**config.mk**
```make
export PLATFORM = sky130hd
export DESIGN_NAME = tlul_host_arb2
export DESIGN_NICKNAME = d
export VERILOG_FILES = /design/src/rtl/tlul_host_arb_pkg.sv /design/src/rtl/tlul_host_arb_id_fifo.sv /design/src/rtl/tlul_host_arb2.sv
export SDC_FILE = /design/constraint.sdc
export NUM_CORES = 1
export LEC_CHECK = 0
export ABC_AREA = 1
export CAP_MARGIN = 10
export CORE_AREA = 2 2 162 164
export DETAILED_ROUTE_END_ITERATION = 16
export DIE_AREA = 0 0 164 166
export DONT_BUFFER_PORTS = 1
export GPL_TIMING_DRIVEN = 0
export PLACE_DENSITY = 0.3
export SETUP_SLACK_MARGIN = 0.2
export SYNTH_ARGS = -nofsm -noshare
export SYNTH_HDL_FRONTEND = slang
export SYNTH_HIERARCHICAL = 1
export SYNTH_SLANG_ARGS = --single-unit
```
**constraint.sdc**
```tcl
create_clock -name clk_i -period 2.77 [get_ports clk_i]
set_input_delay 0.554 -clock clk_i [delete_from_list [all_inputs] [get_ports clk_i]]
set_output_delay 0.554 -clock clk_i [all_outputs]
set_load 0.03 [all_outputs]
```
**src/rtl/tlul_host_arb_pkg.sv**
```systemverilog
// Shared types for the two-host TL-UL arbiter: TL-UL channel structs, host IDs,
// lock state encoding and width helpers for the response-routing ID FIFO.
package tlul_host_arb_pkg;

  localparam int unsigned AddrW   = 32;
  localparam int unsigned DataW   = 32;
  localparam int unsigned MaskW   = DataW / 8;
  localparam int unsigned SourceW = 8;
  localparam int unsigned HostIdW = 1;

  typedef enum logic [HostIdW-1:0] {
    Host0 = 1'b0,
    Host1 = 1'b1
  } host_id_e;

  typedef enum logic {
    LockIdle = 1'b0,
    LockHeld = 1'b1
  } lock_state_e;

  typedef struct packed {
    logic               a_valid;
    logic [2:0]         a_opcode;
    logic [2:0]         a_param;
    logic [1:0]         a_size;
    logic [SourceW-1:0] a_source;
    logic [AddrW-1:0]   a_address;
    logic [MaskW-1:0]   a_mask;
    logic [DataW-1:0]   a_data;
    logic               d_ready;
  } tl_h2d_t;

  typedef struct packed {
    logic               d_valid;
    logic [2:0]         d_opcode;
    logic [2:0]         d_param;
    logic [1:0]         d_size;
    logic [SourceW-1:0] d_source;
    logic               d_sink;
    logic [DataW-1:0]   d_data;
    logic               d_error;
    logic               a_ready;
  } tl_d2h_t;

  // Count must represent 0..depth inclusive, hence depth + 1 states.
  function automatic int unsigned cnt_width(input int unsigned depth);
    return $clog2(depth + 1);
  endfunction

  function automatic int unsigned ptr_width(input int unsigned depth);
    return (depth > 1) ? $clog2(depth) : 1;
  endfunction

endpackage

```
**src/rtl/tlul_host_arb_id_fifo.sv**
```systemverilog
// In-order FIFO of host IDs, one entry per accepted A request, whose head tells
// the arbiter which host owns the next D beat.
module tlul_host_arb_id_fifo
  import tlul_host_arb_pkg::*;
#(
  parameter int unsigned Depth = 2
) (
  input  logic     clk_i,
  input  logic     rst_ni,
  input  logic     push_i,
  input  host_id_e wdata_i,
  input  logic     pop_i,
  output logic     full_o,
  output logic     empty_o,
  output host_id_e head_o
);

  localparam int unsigned CntW = cnt_width(Depth);
  localparam int unsigned PtrW = ptr_width(Depth);

  host_id_e        mem_q [Depth];
  logic [PtrW-1:0] wptr_q, wptr_d;
  logic [PtrW-1:0] rptr_q, rptr_d;
  logic [CntW-1:0] cnt_q, cnt_d;
  logic            do_push;
  logic            do_pop;

  // Full is taken from the registered count only, so a same-cycle pop never
  // opens room for a push.
  assign full_o  = (cnt_q == CntW'(Depth));
  assign empty_o = (cnt_q == '0);
  assign do_push = push_i && !full_o;
  assign do_pop  = pop_i && !empty_o;
  assign head_o  = mem_q[rptr_q];

  always_comb begin
    wptr_d = wptr_q;
    rptr_d = rptr_q;
    cnt_d  = cnt_q;
    if (do_push) begin
      wptr_d = (wptr_q == PtrW'(Depth - 1)) ? '0 : wptr_q + PtrW'(1);
    end
    if (do_pop) begin
      rptr_d = (rptr_q == PtrW'(Depth - 1)) ? '0 : rptr_q + PtrW'(1);
    end
    if (do_push && !do_pop) begin
      cnt_d = cnt_q + CntW'(1);
    end else if (!do_push && do_pop) begin
      cnt_d = cnt_q - CntW'(1);
    end
  end

  always_ff @(posedge clk_i or negedge rst_ni) begin
    if (!rst_ni) begin
      wptr_q <= '0;
      rptr_q <= '0;
      cnt_q  <= '0;
      for (int i = 0; i < int'(Depth); i++) begin
        mem_q[i] <= Host0;
      end
    end else begin
      wptr_q <= wptr_d;
      rptr_q <= rptr_d;
      cnt_q  <= cnt_d;
      if (do_push) begin
        mem_q[wptr_q] <= wdata_i;
      end
    end
  end

endmodule

```
**src/rtl/tlul_host_arb2.sv**
```systemverilog
// Two-host TL-UL arbiter: round-robin (or fixed host-1 priority when
// TLUL_HOST_ARB_FIXED_PRIO_EN is defined) request-locking grant, ID-FIFO D routing.
module tlul_host_arb2
  import tlul_host_arb_pkg::*;
#(
  parameter int unsigned MaxOutstanding = 2
) (
  input  logic    clk_i,
  input  logic    rst_ni,
  input  tl_h2d_t tl_h0_i,
  output tl_d2h_t tl_h0_o,
  input  tl_h2d_t tl_h1_i,
  output tl_d2h_t tl_h1_o,
  output tl_h2d_t tl_d_o,
  input  tl_d2h_t tl_d_i,
  output logic    arb_err_o
);

  lock_state_e lock_q, lock_d;
  host_id_e    lock_host_q, lock_host_d;
  host_id_e    last_grant_q, last_grant_d;
  host_id_e    sel;
  tl_h2d_t     sel_req;
  logic        sel_valid;
  logic        a_hs;
  logic        fifo_full;
  logic        fifo_empty;
  host_id_e    fifo_head;
  logic        route_valid;
  logic        target_d_ready;
  logic        d_hs;
  logic        err_q, err_d;

  // Device a_ready never feeds selection directly; it only acts via the lock.
  always_comb begin
    sel = Host0;
    if (lock_q == LockHeld) begin
      sel = lock_host_q;
    end else if (tl_h0_i.a_valid && tl_h1_i.a_valid) begin
`ifdef TLUL_HOST_ARB_FIXED_PRIO_EN
      sel = Host1;
`else
      sel = (last_grant_q == Host0) ? Host1 : Host0;
`endif
    end else if (tl_h1_i.a_valid) begin
      sel = Host1;
    end
  end

  assign sel_req   = (sel == Host1) ? tl_h1_i : tl_h0_i;
  assign sel_valid = sel_req.a_valid;
  assign a_hs      = sel_valid && !fifo_full && tl_d_i.a_ready;

  // A presented-but-unaccepted request keeps the grant until it is taken.
  always_comb begin
    lock_d       = lock_q;
    lock_host_d  = lock_host_q;
    last_grant_d = last_grant_q;
    unique case (lock_q)
      LockIdle: begin
        if (sel_valid && !a_hs) begin
          lock_d      = LockHeld;
          lock_host_d = sel;
        end
      end
      LockHeld: begin
        if (a_hs || !sel_valid) begin
          lock_d = LockIdle;
        end
      end
      default: lock_d = LockIdle;
    endcase
    if (a_hs) begin
      last_grant_d = sel;
    end
  end

  assign route_valid    = tl_d_i.d_valid && !fifo_empty;
  assign target_d_ready = (fifo_head == Host1) ? tl_h1_i.d_ready : tl_h0_i.d_ready;
  assign d_hs           = route_valid && target_d_ready;
  assign err_d          = err_q || (tl_d_i.d_valid && fifo_empty);

  always_comb begin
    tl_d_o         = sel_req;
    tl_d_o.a_valid = sel_valid && !fifo_full;
    tl_d_o.d_ready = fifo_empty ? 1'b1 : target_d_ready;
  end

  always_comb begin
    tl_h0_o         = tl_d_i;
    tl_h0_o.d_valid = route_valid && (fifo_head == Host0);
    tl_h0_o.a_ready = (sel == Host0) && tl_d_i.a_ready && !fifo_full;
  end

  always_comb begin
    tl_h1_o         = tl_d_i;
    tl_h1_o.d_valid = route_valid && (fifo_head == Host1);
    tl_h1_o.a_ready = (sel == Host1) && tl_d_i.a_ready && !fifo_full;
  end

  assign arb_err_o = err_q;

  tlul_host_arb_id_fifo #(
    .Depth (MaxOutstanding)
  ) u_id_fifo (
    .clk_i   (clk_i),
    .rst_ni  (rst_ni),
    .push_i  (a_hs),
    .wdata_i (sel),
    .pop_i   (d_hs),
    .full_o  (fifo_full),
    .empty_o (fifo_empty),
    .head_o  (fifo_head)
  );

  // Reset value Host1 lets host 0 win the first contention.
  always_ff @(posedge clk_i or negedge rst_ni) begin
    if (!rst_ni) begin
      lock_q       <= LockIdle;
      lock_host_q  <= Host0;
      last_grant_q <= Host1;
      err_q        <= 1'b0;
    end else begin
      lock_q       <= lock_d;
      lock_host_q  <= lock_host_d;
      last_grant_q <= last_grant_d;
      err_q        <= err_d;
    end
  end

endmodule

```
==> run summary <==
Crit-path slowest cell = dfstp_2
CP endpoint = tl_d_o[62]
Tcrit/Tclk final = 86.3%
Synthesized Nets = 679
GP Congestion = 0.782
Levels on crit path = 8
Worst Setup SP = last_grant_q$_DFFE_PN1P_
Worst Max-Slew Pin Slew = 0.567 ns
Clk sinks = 10
Worst Path Required = 2.22 ns
Max-cap violation count = 0
Initial antenna violation count = 1
Clk_lat worst skew = 0.24 ns
Setup bufs post-CTS = 0
Routed vias = 2606
WHS = 0.0129 ns
Clk buf depth = 2
Pleak = 1.70 nW
Setup total negative slack = 0 ns
Fin. max-slew vios = 0
CP peak stage delay = 0.53 ns
GR Overflow Total = 0
Synth Area per Inst = 5.35 sq um
CTS tree = done
Fill count = 3002
First-pass GRT wire length = 13100 microns
Cells after synthesis = 452
Hold/Removal Path Class = primary input to asynchronous set/reset pin
Setup CP Type = flop to output pin
Place WS = 0.412 ns
Vias/cell = 3.29
Final Cell Area = 3000 sq um
Power Dens Cells = 1260 nW/um^2
DRT iter0 DRCs = 115
Top cell type's share of synthesized area = 43.0%
Part of the Yosys area used for sequential elements = 10.4%
Worst R2R Path Depth = 13
Reg2Reg Capture Point = u_id_fifo/cnt_q[1]$_DFFE_PN0P_
Power Total = 3.77 mW
Worst-path fanout max = 10
Relative slew slack = 62.0%
Buf/Inv on CP = 3
WL/cell = 12.6 microns
Top post-synthesis cells by area = nand2_1 43%, buf_4 33%, dfrtp_1 9.3%
Final wirelength = 10000 microns
Number of distinct library cells after synthesis = 21
Max IR drop VDD = 0.000359 V
I/O pins = 417
Die area = 27200 sq um
Family with the most delay on the worst path = simple AND/OR/NAND/NOR gates
# port buffers = 0
Warnings from Yosys = 6
CTS Root Cell = clkbuf_16
Site Rows = 59
Post-DP HPWL = 8860 microns
Post-Layout Cell Count = 793
Max Freq = 418 MHz
Status = completed
Reg-to-Reg Start = u_id_fifo/cnt_q[0]$_DFFE_PN0P_
Vias in the first global route = 2244
CP startpoint kind = flop
Total track usage = 6.39%
Top cell by count, worst path = nand2_1
Cell Area, Placed = 2840 sq um
First drt pass iteration count = 4
Fin crit period = 2.39 ns
Crit path DAT = 1.84 ns
Register-to-register path setup slack = 0.88 ns
Core ar. = 25600 sq um
Layout cells sized above 1 = 33.5%
Clock transition at the registers of the reported paths = 0.04 ns
Post-synth top area cell = nand2_1
Dpl cells = 787
Final ANT Viol Nets = 0
Die Span Y = 166 microns
Final hold violation count = 0
Slack of the critical path = 0.378 ns
Largest net degree at the start of global routing = 12
Post-layout util = 11.7%
Final Setup Violations = 0
Die Wd = 164 microns
Max Clock Skew = 0.00188 ns
Final #Nets = 685
Crit path capture type = output pin
Initial core utilization = 9.44%
RSZ-0062 raised after global routing = false
Worst path cell trace = nand2_1, nand3_2, nand2_2, inv_2, buf_6, buf_6, nand2_1, nand2_1
Post-route DRC = 0
Htree depth = 1
Synthesized area = 2420 sq um
Layout area overhead = 23.9%
CTS Buf Count = 3
Number of synthesized register bits = 10
[synthesized netlist by cell type]
master and instances:
a21o_1 1, buf_2 8, buf_4 105, buf_6 5
dfrtp_1 9, dfstp_2 1, ha_1 1, inv_1 16
inv_2 2, mux2i_1 1, nand2_1 277, nand2_2 2
nand3_1 5, nand3_2 2, nand3b_1 1, nand4_1 4
nor2_1 8, o21ai_0 1, o21ai_1 1, or2_2 1
xnor2_1 1
[state kept, by name (all words and copies together), names as in the netlist]
name / count
arb_err_o: 1
last_grant_q: 1
lock_host_q: 1
lock_q: 1
u_id_fifo/cnt_q: 2
u_id_fifo/mem_q: 2
u_id_fifo/rptr_q: 1
u_id_fifo/wptr_q: 1
[layout make-up]
type / instances / area, sq um / share of cell area [%]
Inverter: 18 / 67.6 / 2.25
Timing Repair Buffer: 1 / 10.0 / 0.334
Multi-Input combinational cell: 306 / 1270 / 42.5
Tap cell: 335 / 419 / 14.0
Buffer: 118 / 885 / 29.5
Sequential cell: 10 / 251 / 8.39
Clock buffer: 4 / 88.8 / 2.96
Antenna cell: 1 / 2.50 / 0.0835
[kinds of logic (layout without fill, tap and decap cells)]
| logic type | after synthesis | count (layout) | share of synthesized area [%] |
|---|---|---|---|
| simple gates | 300 | 300 | 48.2 |
| flops | 10 | 10 | 10.4 |
| mux | 1 | 1 | 0.414 |
| fa+ha+maj | 1 | 1 | 0.517 |
| buf+inv | 136 | 141 | 39.4 |
| compound gates | 3 | 3 | 0.724 |
| other cells | 0 | 1 | 0 |
| xor+xnor | 1 | 1 | 0.362 |
[worst min-delay path by stage]
stage | start | end | cells past startpoint
floorplan | rst_ni | arb_err_o$_DFF_PN0_ | 0
global placement | rst_ni | arb_err_o$_DFF_PN0_ | 0
CTS | rst_ni | lock_q$_DFF_PN0_ | 0
global route | rst_ni | u_id_fifo/mem_q[0]$_DFFE_PN0P_ | 0
finish | rst_ni | arb_err_o$_DFF_PN0_ | 0
detailed placement | rst_ni | arb_err_o$_DFF_PN0_ | 0
[worst register-to-register path, delay by kind of cell (launching register included)]
family,cells,cell delay (ns)
simple gates,7,0.67
buf+inv,5,0.45
flops,1,0.42
fa+ha+maj,1,0.24
[per-layer routing]
metal,vias up,global-route usage [%],routed length [microns]
li1,1256,-,-
met4,0,2.90,354
met1,1126,7.04,3730
met2,208,12.2,5240
met5,-,0,0
met3,16,0.599,685
[power by group]
part | total, mW | leakage (nW) | switching, mW | internal (mW)
registers | 0.267 | 0.116 | 0.0513 | 0.216
clock network | 0.285 | 0.0442 | 0.0679 | 0.217
logic | 3.22 | 1.54 | 2.57 | 0.645
[cell usage in the layout (no fill, tap or decap), drive strengths merged]
master       instances
diode                1
nand3b               1
dfstp                1
dlygate4sd3          1
dfrtp                9
buf                118
nand4                4
a21o                 1
ha                   1
nand2              279
mux2i                1
xnor2                1
nand3                7
clkbuf               4
or2                  1
o21ai                2
inv                 18
nor2                 8
[repair_timing]
| item | 4_1_cts | 5_1_grt |
|---|---|---|
| hold buffers | 0 | 1 |
| gates resized for setup | 0 | 23 |
| endpoints found under the hold margin | 0 | 5 |
| setup endpoints to repair | 0 | 23 |
(Power assumes the default switching activity.)
